**config.mk**
```make
export PLATFORM = sky130hd
export DESIGN_NAME = chunk_add_seq_flat
export DESIGN_NICKNAME = d
export VERILOG_FILES = /design/src/rtl/chunk_add_seq_pkg.sv /design/src/rtl/chunk_add_seq_if.sv /design/src/rtl/chunk_add_seq_rca.sv /design/src/rtl/chunk_add_seq.sv /design/src/flat_wrapper.sv
export SDC_FILE = /design/constraint.sdc
export NUM_CORES = 1
export LEC_CHECK = 0
export ABC_AREA = 1
export CELL_PAD_IN_SITES_DETAIL_PLACEMENT = 1
export CELL_PAD_IN_SITES_GLOBAL_PLACEMENT = 1
export CORE_ASPECT_RATIO = 1.1
export CORE_UTILIZATION = 33
export DETAILED_ROUTE_END_ITERATION = 10
export PLACE_DENSITY = 0.8
export SKIP_LAST_GASP = 1
export SYNTH_ARGS = -nofsm -noshare
export SYNTH_HDL_FRONTEND = slang
export SYNTH_HIERARCHICAL = 1
export SYNTH_SLANG_ARGS = --single-unit
```
**constraint.sdc**
```tcl
create_clock -name clk -period 3.2 [get_ports clk]
set_clock_uncertainty 0.2 [all_clocks]
set_input_delay 0.96 -clock clk [delete_from_list [all_inputs] [get_ports clk]]
set_output_delay 0.96 -clock clk [all_outputs]
set_load 0.02 [all_outputs]
```
**src/rtl/chunk_add_seq_pkg.sv**
```systemverilog
// chunk_add_seq_pkg: FSM state encoding shared by the chunked adder controller.
package chunk_add_seq_pkg;
    typedef enum logic [1:0] {IDLE, RUN, DONE} state_t;
endpackage

```
**src/rtl/chunk_add_seq_if.sv**
```systemverilog
// chunk_add_seq_if: operand (in_*) and result (out_*) valid/ready handshakes.
interface chunk_add_seq_if #(
    parameter int SIZE   = 4,
    parameter int CHUNKS = 4
);
    localparam int W = SIZE * CHUNKS;
    logic         in_valid;
    logic         in_ready;
    logic [W-1:0] a;
    logic [W-1:0] b;
    logic         cin;
    logic         out_valid;
    logic         out_ready;
    logic [W-1:0] sum;
    logic         cout;
    modport master (output in_valid, a, b, cin, out_ready, input in_ready, out_valid, sum, cout);
    modport slave (input in_valid, a, b, cin, out_ready, output in_ready, out_valid, sum, cout);
endinterface

```
**src/rtl/chunk_add_seq_rca.sv**
```systemverilog
// chunk_rca: SIZE-bit ripple-carry adder built from full-adder cells.
module chunk_rca #(
    parameter int SIZE = 4
) (
    input  logic [SIZE-1:0] a_s,
    input  logic [SIZE-1:0] b_s,
    input  logic            c_in,
    output logic [SIZE-1:0] s,
    output logic            c_out
);
    logic [SIZE:0] c;
    assign c[0]  = c_in;
    assign c_out = c[SIZE];
    for (genvar i = 0; i < SIZE; i++) begin : g_fa
        assign s[i]   = a_s[i] ^ b_s[i] ^ c[i];
        assign c[i+1] = (a_s[i] & b_s[i]) | (c[i] & (a_s[i] ^ b_s[i]));
    end
endmodule

```
**src/rtl/chunk_add_seq.sv**
```systemverilog
// chunk_add_seq: wide a+b+cin computed one SIZE-bit slice per cycle through a
// single ripple-carry adder, LSB slice first, with the slice carry registered.
module chunk_add_seq
    import chunk_add_seq_pkg::*;
#(
    parameter int SIZE   = 4,
    parameter int CHUNKS = 4
) (
    input logic            clk,
    input logic            rst_n,
    chunk_add_seq_if.slave bus
);
    localparam int W  = SIZE * CHUNKS;
    localparam int IW = CHUNKS > 1 ? $clog2(CHUNKS) : 1;
    localparam logic [IW-1:0] LAST = IW'(CHUNKS - 1);

    state_t          state_q, state_d;
    logic [IW-1:0]   idx_q;
    logic [W-1:0]    a_q, b_q, sum_q;
    logic            carry_q, cout_q;
    logic [SIZE-1:0] s;
    logic            c_out;
    logic            accept;

    chunk_rca #(.SIZE(SIZE)) u_rca (
        .a_s  (a_q[int'(idx_q)*SIZE +: SIZE]),
        .b_s  (b_q[int'(idx_q)*SIZE +: SIZE]),
        .c_in (carry_q),
        .s    (s),
        .c_out(c_out)
    );

    always_ff @(posedge clk) begin
        if (!rst_n) state_q <= IDLE;
        else        state_q <= state_d;
    end

    always_comb begin
        state_d = (state_q == IDLE && bus.in_valid)  ? RUN  :
                  (state_q == RUN  && idx_q == LAST) ? DONE :
                  (state_q == DONE && bus.out_ready) ? IDLE : state_q;
    end

    always_comb begin
        bus.in_ready  = state_q == IDLE;
        bus.out_valid = state_q == DONE;
    end

    assign accept   = bus.in_valid && bus.in_ready;
    assign bus.sum  = sum_q;
    assign bus.cout = cout_q;

    // idx stops at LAST so it never wraps; the next accept reloads it.
    always_ff @(posedge clk) begin
        if (!rst_n) begin
            idx_q   <= '0;
            carry_q <= 1'b0;
            sum_q   <= '0;
            cout_q  <= 1'b0;
            a_q     <= '0;
            b_q     <= '0;
        end else if (accept) begin
            a_q     <= bus.a;
            b_q     <= bus.b;
            carry_q <= bus.cin;
            idx_q   <= '0;
        end else if (state_q == RUN) begin
            sum_q[int'(idx_q)*SIZE +: SIZE] <= s;
            carry_q <= c_out;
            if (idx_q == LAST) cout_q <= c_out;
            else               idx_q  <= idx_q + 1'b1;
        end
    end
endmodule

```
**src/flat_wrapper.sv**
```systemverilog
// flat-port wrapper written by rule: the top's interface ports become plain ports
module chunk_add_seq_flat import chunk_add_seq_pkg::*;
#(
    parameter int SIZE   = 4,
    parameter int CHUNKS = 4
)
  (clk, rst_n, bus_in_valid, bus_a, bus_b, bus_cin, bus_out_ready, bus_in_ready, bus_out_valid, bus_sum, bus_cout);
  chunk_add_seq_if #(.SIZE(SIZE), .CHUNKS(CHUNKS)) bus_i ();
  input logic clk;
  input logic rst_n;
  input wire logic [$bits(bus_i.in_valid)-1:0] bus_in_valid;
  input wire logic [$bits(bus_i.a)-1:0] bus_a;
  input wire logic [$bits(bus_i.b)-1:0] bus_b;
  input wire logic [$bits(bus_i.cin)-1:0] bus_cin;
  input wire logic [$bits(bus_i.out_ready)-1:0] bus_out_ready;
  output wire logic [$bits(bus_i.in_ready)-1:0] bus_in_ready;
  output wire logic [$bits(bus_i.out_valid)-1:0] bus_out_valid;
  output wire logic [$bits(bus_i.sum)-1:0] bus_sum;
  output wire logic [$bits(bus_i.cout)-1:0] bus_cout;
  assign bus_i.in_valid = bus_in_valid;
  assign bus_i.a = bus_a;
  assign bus_i.b = bus_b;
  assign bus_i.cin = bus_cin;
  assign bus_i.out_ready = bus_out_ready;
  assign bus_in_ready = bus_i.in_ready;
  assign bus_out_valid = bus_i.out_valid;
  assign bus_sum = bus_i.sum;
  assign bus_cout = bus_i.cout;
  chunk_add_seq #(.SIZE(SIZE), .CHUNKS(CHUNKS)) u_core (.clk(clk), .rst_n(rst_n), .bus(bus_i));
endmodule
```
==> out/qor.txt <==
Hold Path Depth: 2
Rows: 33
Fin. Hold Viols: 0
layout cells sized above 1: 10.71%
period utilization: 94.36%
CP arrival: 3.05 ns
nets: 437
cell area power density: 458.2 nW/µm²
post-synthesis cell type count: 30
Worst Tran Pin Value: 0.5261 ns
port bufs: 55
Sink Count: 54
P_sw: 0.0004388 W
Synth Cell Area: 2580 µm²
post-synth top area share: 41.90%
Slew headroom: 64.71%
Post-DRT Antenna Nets: 0
gr busiest metal: met2
clock share of power: 30.3%
DIE AREA: 8176 µm²
maximum clock path buffer count: 2
Syn. warnings: 6
first-pass GRT wire length: 10650 µm
leakage: 1.268 nW
Final Critical Period: 3.020 ns
Worst setup SP type: register
Worst Path Required: 3.23 ns
vias in the first global route: 2330
Placeable Area: 7515 µm²
Die Y: 94.74 µm
Achievable Freq: 331.2 MHz
Initial Util: 34.33%
Reg-to-Reg End: u_core/bus.sum[11]
H-Tree Depth: 2
outcome: finished, final reports clean
syn_nets: 379
GRT Util Overall: 16.77%
largest net degree at the start of global routing: 36
# diodes: 0
Seq/Total Area, Yosys: 41.90%
routed vias/inst: 4.682
Worst path slowest cell: fa_1
reg2reg start: u_core/idx_q[0]
FF+latch count, synth: 54
CTS buffer count: 5
# IOs: 56
DR iter-0 viols: 61
detailed-route via count: 2327
GRT met2 Usage: 30.22%
R2R setup slack: 0.18 ns
DRT Pass-1 Iters: 4
Clock Tree Root: clkbuf_8
Worst-path clk slew: 0.11 ns
initial antenna violation count: 0
Mapped Cells: 333
Layout area overhead: 28.95%
hold wc startpoint: u_core/bus.sum[15]
Comb pwr share: 20.8%
met3 usage: 3.584%
Worst Setup End Kind: register
RSZ-0062 raised after global routing: no
CTS tree: done
max-slew violation count: 0
final setup TNS: 0 ns
CP Cell Sequence: clkinvlp_4 > o21ai_1 > o22ai_1 > fa_1 > inv_1 > fa_1 > inv_1 > fa_1 > inv_1 > fa_1 > inv_2 > inv_1 > nor2_1 > nand2_1 > a21oi_1
fraction of registers with async set/reset: 0%
largest stage delay on the critical path: 0.43 ns
sequential power share: 48.9%
routed len/inst: 12.68 µm
Post-Route WL: 6304 µm
Max Cap Viol: 0
Setup CP Type: register to register
top-count cell post-synth: nor2_1
Synth top cells by count: 86 x nor2_1, 54 x dfxtp_1, 38 x nand2_1
Endpoint, Worst Hold: u_core/bus.sum[15]
area leader, netlist: dfxtp_1
Fin Hold WS: 0.2703 ns
critical path peak fanout: 5
fillers: 933
Int Pwr: 0.001086 W
Die X: 86.31 µm
Clock Latency Late Sink: 0.31 ns
Area contributors post-synth: dfxtp_1 42%, nor2_1 13%, o21ai_1 5.6%, nand2_1 5.5%, o21ai_0 4.3%
Switching Share: 28.79%
most common flop cell mapped by yosys: dfxtp_1
GP Congestion: 0.8463
VDD IR-drop max: 0.1999 mV
Post-synth EDFFs: 0
M1 GR Usage: 20.17%
dpl hpwl: 4781 µm
min-delay worst type: register to register
gr ovfl total: 0
drc violations: 0
R2R cell count: 15
Syn Area/Cell: 7.748 µm²
Final setup viols: 0
==> logic make-up after synthesis <==
family                     Yosys count  synth area share (%)
AOI/OAI and AO/OA                   80                 16.49
adders and majority gates            9                 5.529
buffers and inverters               43                 10.14
DFF                                 54                 41.90
and+or+nand+nor                    147                 25.95
==> power groups by stage <==
| stage | combinational [W] | clock [W] | sequential [W] |
|---|---|---|---|
| 2_1_floorplan | 0.000211 | 0 | 0.000755 |
| 3_5_place_dp | 0.000306 | 0 | 0.000760 |
| 3_3_place_gp | 0.000294 | 0 | 0.000760 |
| 5_1_grt | 0.000356 | 0.000507 | 0.000751 |
| 4_1_cts | 0.000309 | 0.000477 | 0.000745 |
| 6_report | 0.000317 | 0.000462 | 0.000746 |
==> layer usage <==
layer,vias up,part of all wire (%)
met5,-,0
met3,6,2.8
met2,50,51
met1,1082,45
li1,1189,-
met4,0,1.1
==> placed cells by master, fill, tap and decap left out <==
cell             count
a21oi_1             17
a21oi_2              4
buf_4               10
buf_6                1
bufinv_16            1
clkbuf_8             5
clkdlybuf4s50_1     55
clkinv_1             1
clkinvlp_2           1
clkinvlp_4           3
dfxtp_1             53
dfxtp_4              1
fa_1                 4
ha_1                 5
inv_1               21
inv_2                1
inv_4                2
inv_8                1
nand2_1             38
nand2_2              1
nand2_4              2
nand2_8              1
nand3_1              5
nand3_2              1
nand3_4              2
nand4_1              4
nor2_1              86
nor2_2               2
nor2_4               1
nor2_8               1
nor3_1               2
o21ai_0             18
o21ai_1             33
o22ai_1              8
or2_2                1
==> per-stage QoR <==
stage	util [%]	instances	total power, W	cell area (µm²)	setup WS (ns)
floorplan	-	333	0.0009656	2580	0.2063
global placement	42.14	484	0.001054	3167	0.2537
detailed placement	42.14	484	0.001066	3167	0.09587
CTS	43.66	492	0.001531	3281	0.03828
global route	44.27	497	0.001614	3327	0.0001099
finish	44.27	497	0.001524	3327	0.1804
==> state kept, by name, summed over array words and instances (netlist names) <==
| signal | flops |
|---|---|
| u_core/idx_q | 2 |
| u_core/a_q | 16 |
| u_core/carry_q | 1 |
| u_core/b_q | 16 |
| u_core/bus.cout | 1 |
| u_core/state_q | 2 |
| u_core/bus.sum | 16 |
==> worst max-delay path, delay by kind of cell (launching register included) <==
kind                     cells  cell delay [ns]
flip-flops                   1             0.40
buffers and inverters        6             0.47
AND/OR/NAND/NOR              2             0.15
AO/OA/AOI/OAI                3             0.36
adder cells (fa/ha/maj)      4             1.36
==> how the worst max path moves through the flow <==
stage,from,endpoint,slack (ns),cells after the start
CTS,u_core/idx_q[0],u_core/bus.sum[11],0.04,15
finish,u_core/idx_q[0],u_core/bus.sum[11],0.18,15
detailed placement,u_core/idx_q[0],u_core/bus.sum[11],0.1,15
global route,u_core/idx_q[0],u_core/bus.sum[11],0.0001,15
global placement,u_core/idx_q[0],u_core/bus.sum[11],0.25,15
floorplan,u_core/idx_q[1],u_core/bus.sum[7],0.21,16
==> area by class of cell <==
class	count	area (µm²)	share of cell area, %
Timing Repair inverter	1	5.005	0.1504
Tap cell	105	131.4	3.949
Inverter	27	117.6	3.535
Sequential cell	54	1085	32.61
Timing Repair Buffer	66	636.9	19.14
Clock buffer	5	68.82	2.068
Clock inverter	3	45.04	1.354
Multi-Input combinational cell	236	1237	37.19
==> what timing repair did <==
action	in CTS	in global routing
hold buffers	0	0
gates resized for setup	0	9
endpoints found under the setup margin	0	4
setup buffers	0	4
Note: power is estimated with default switching activity, not from simulation.
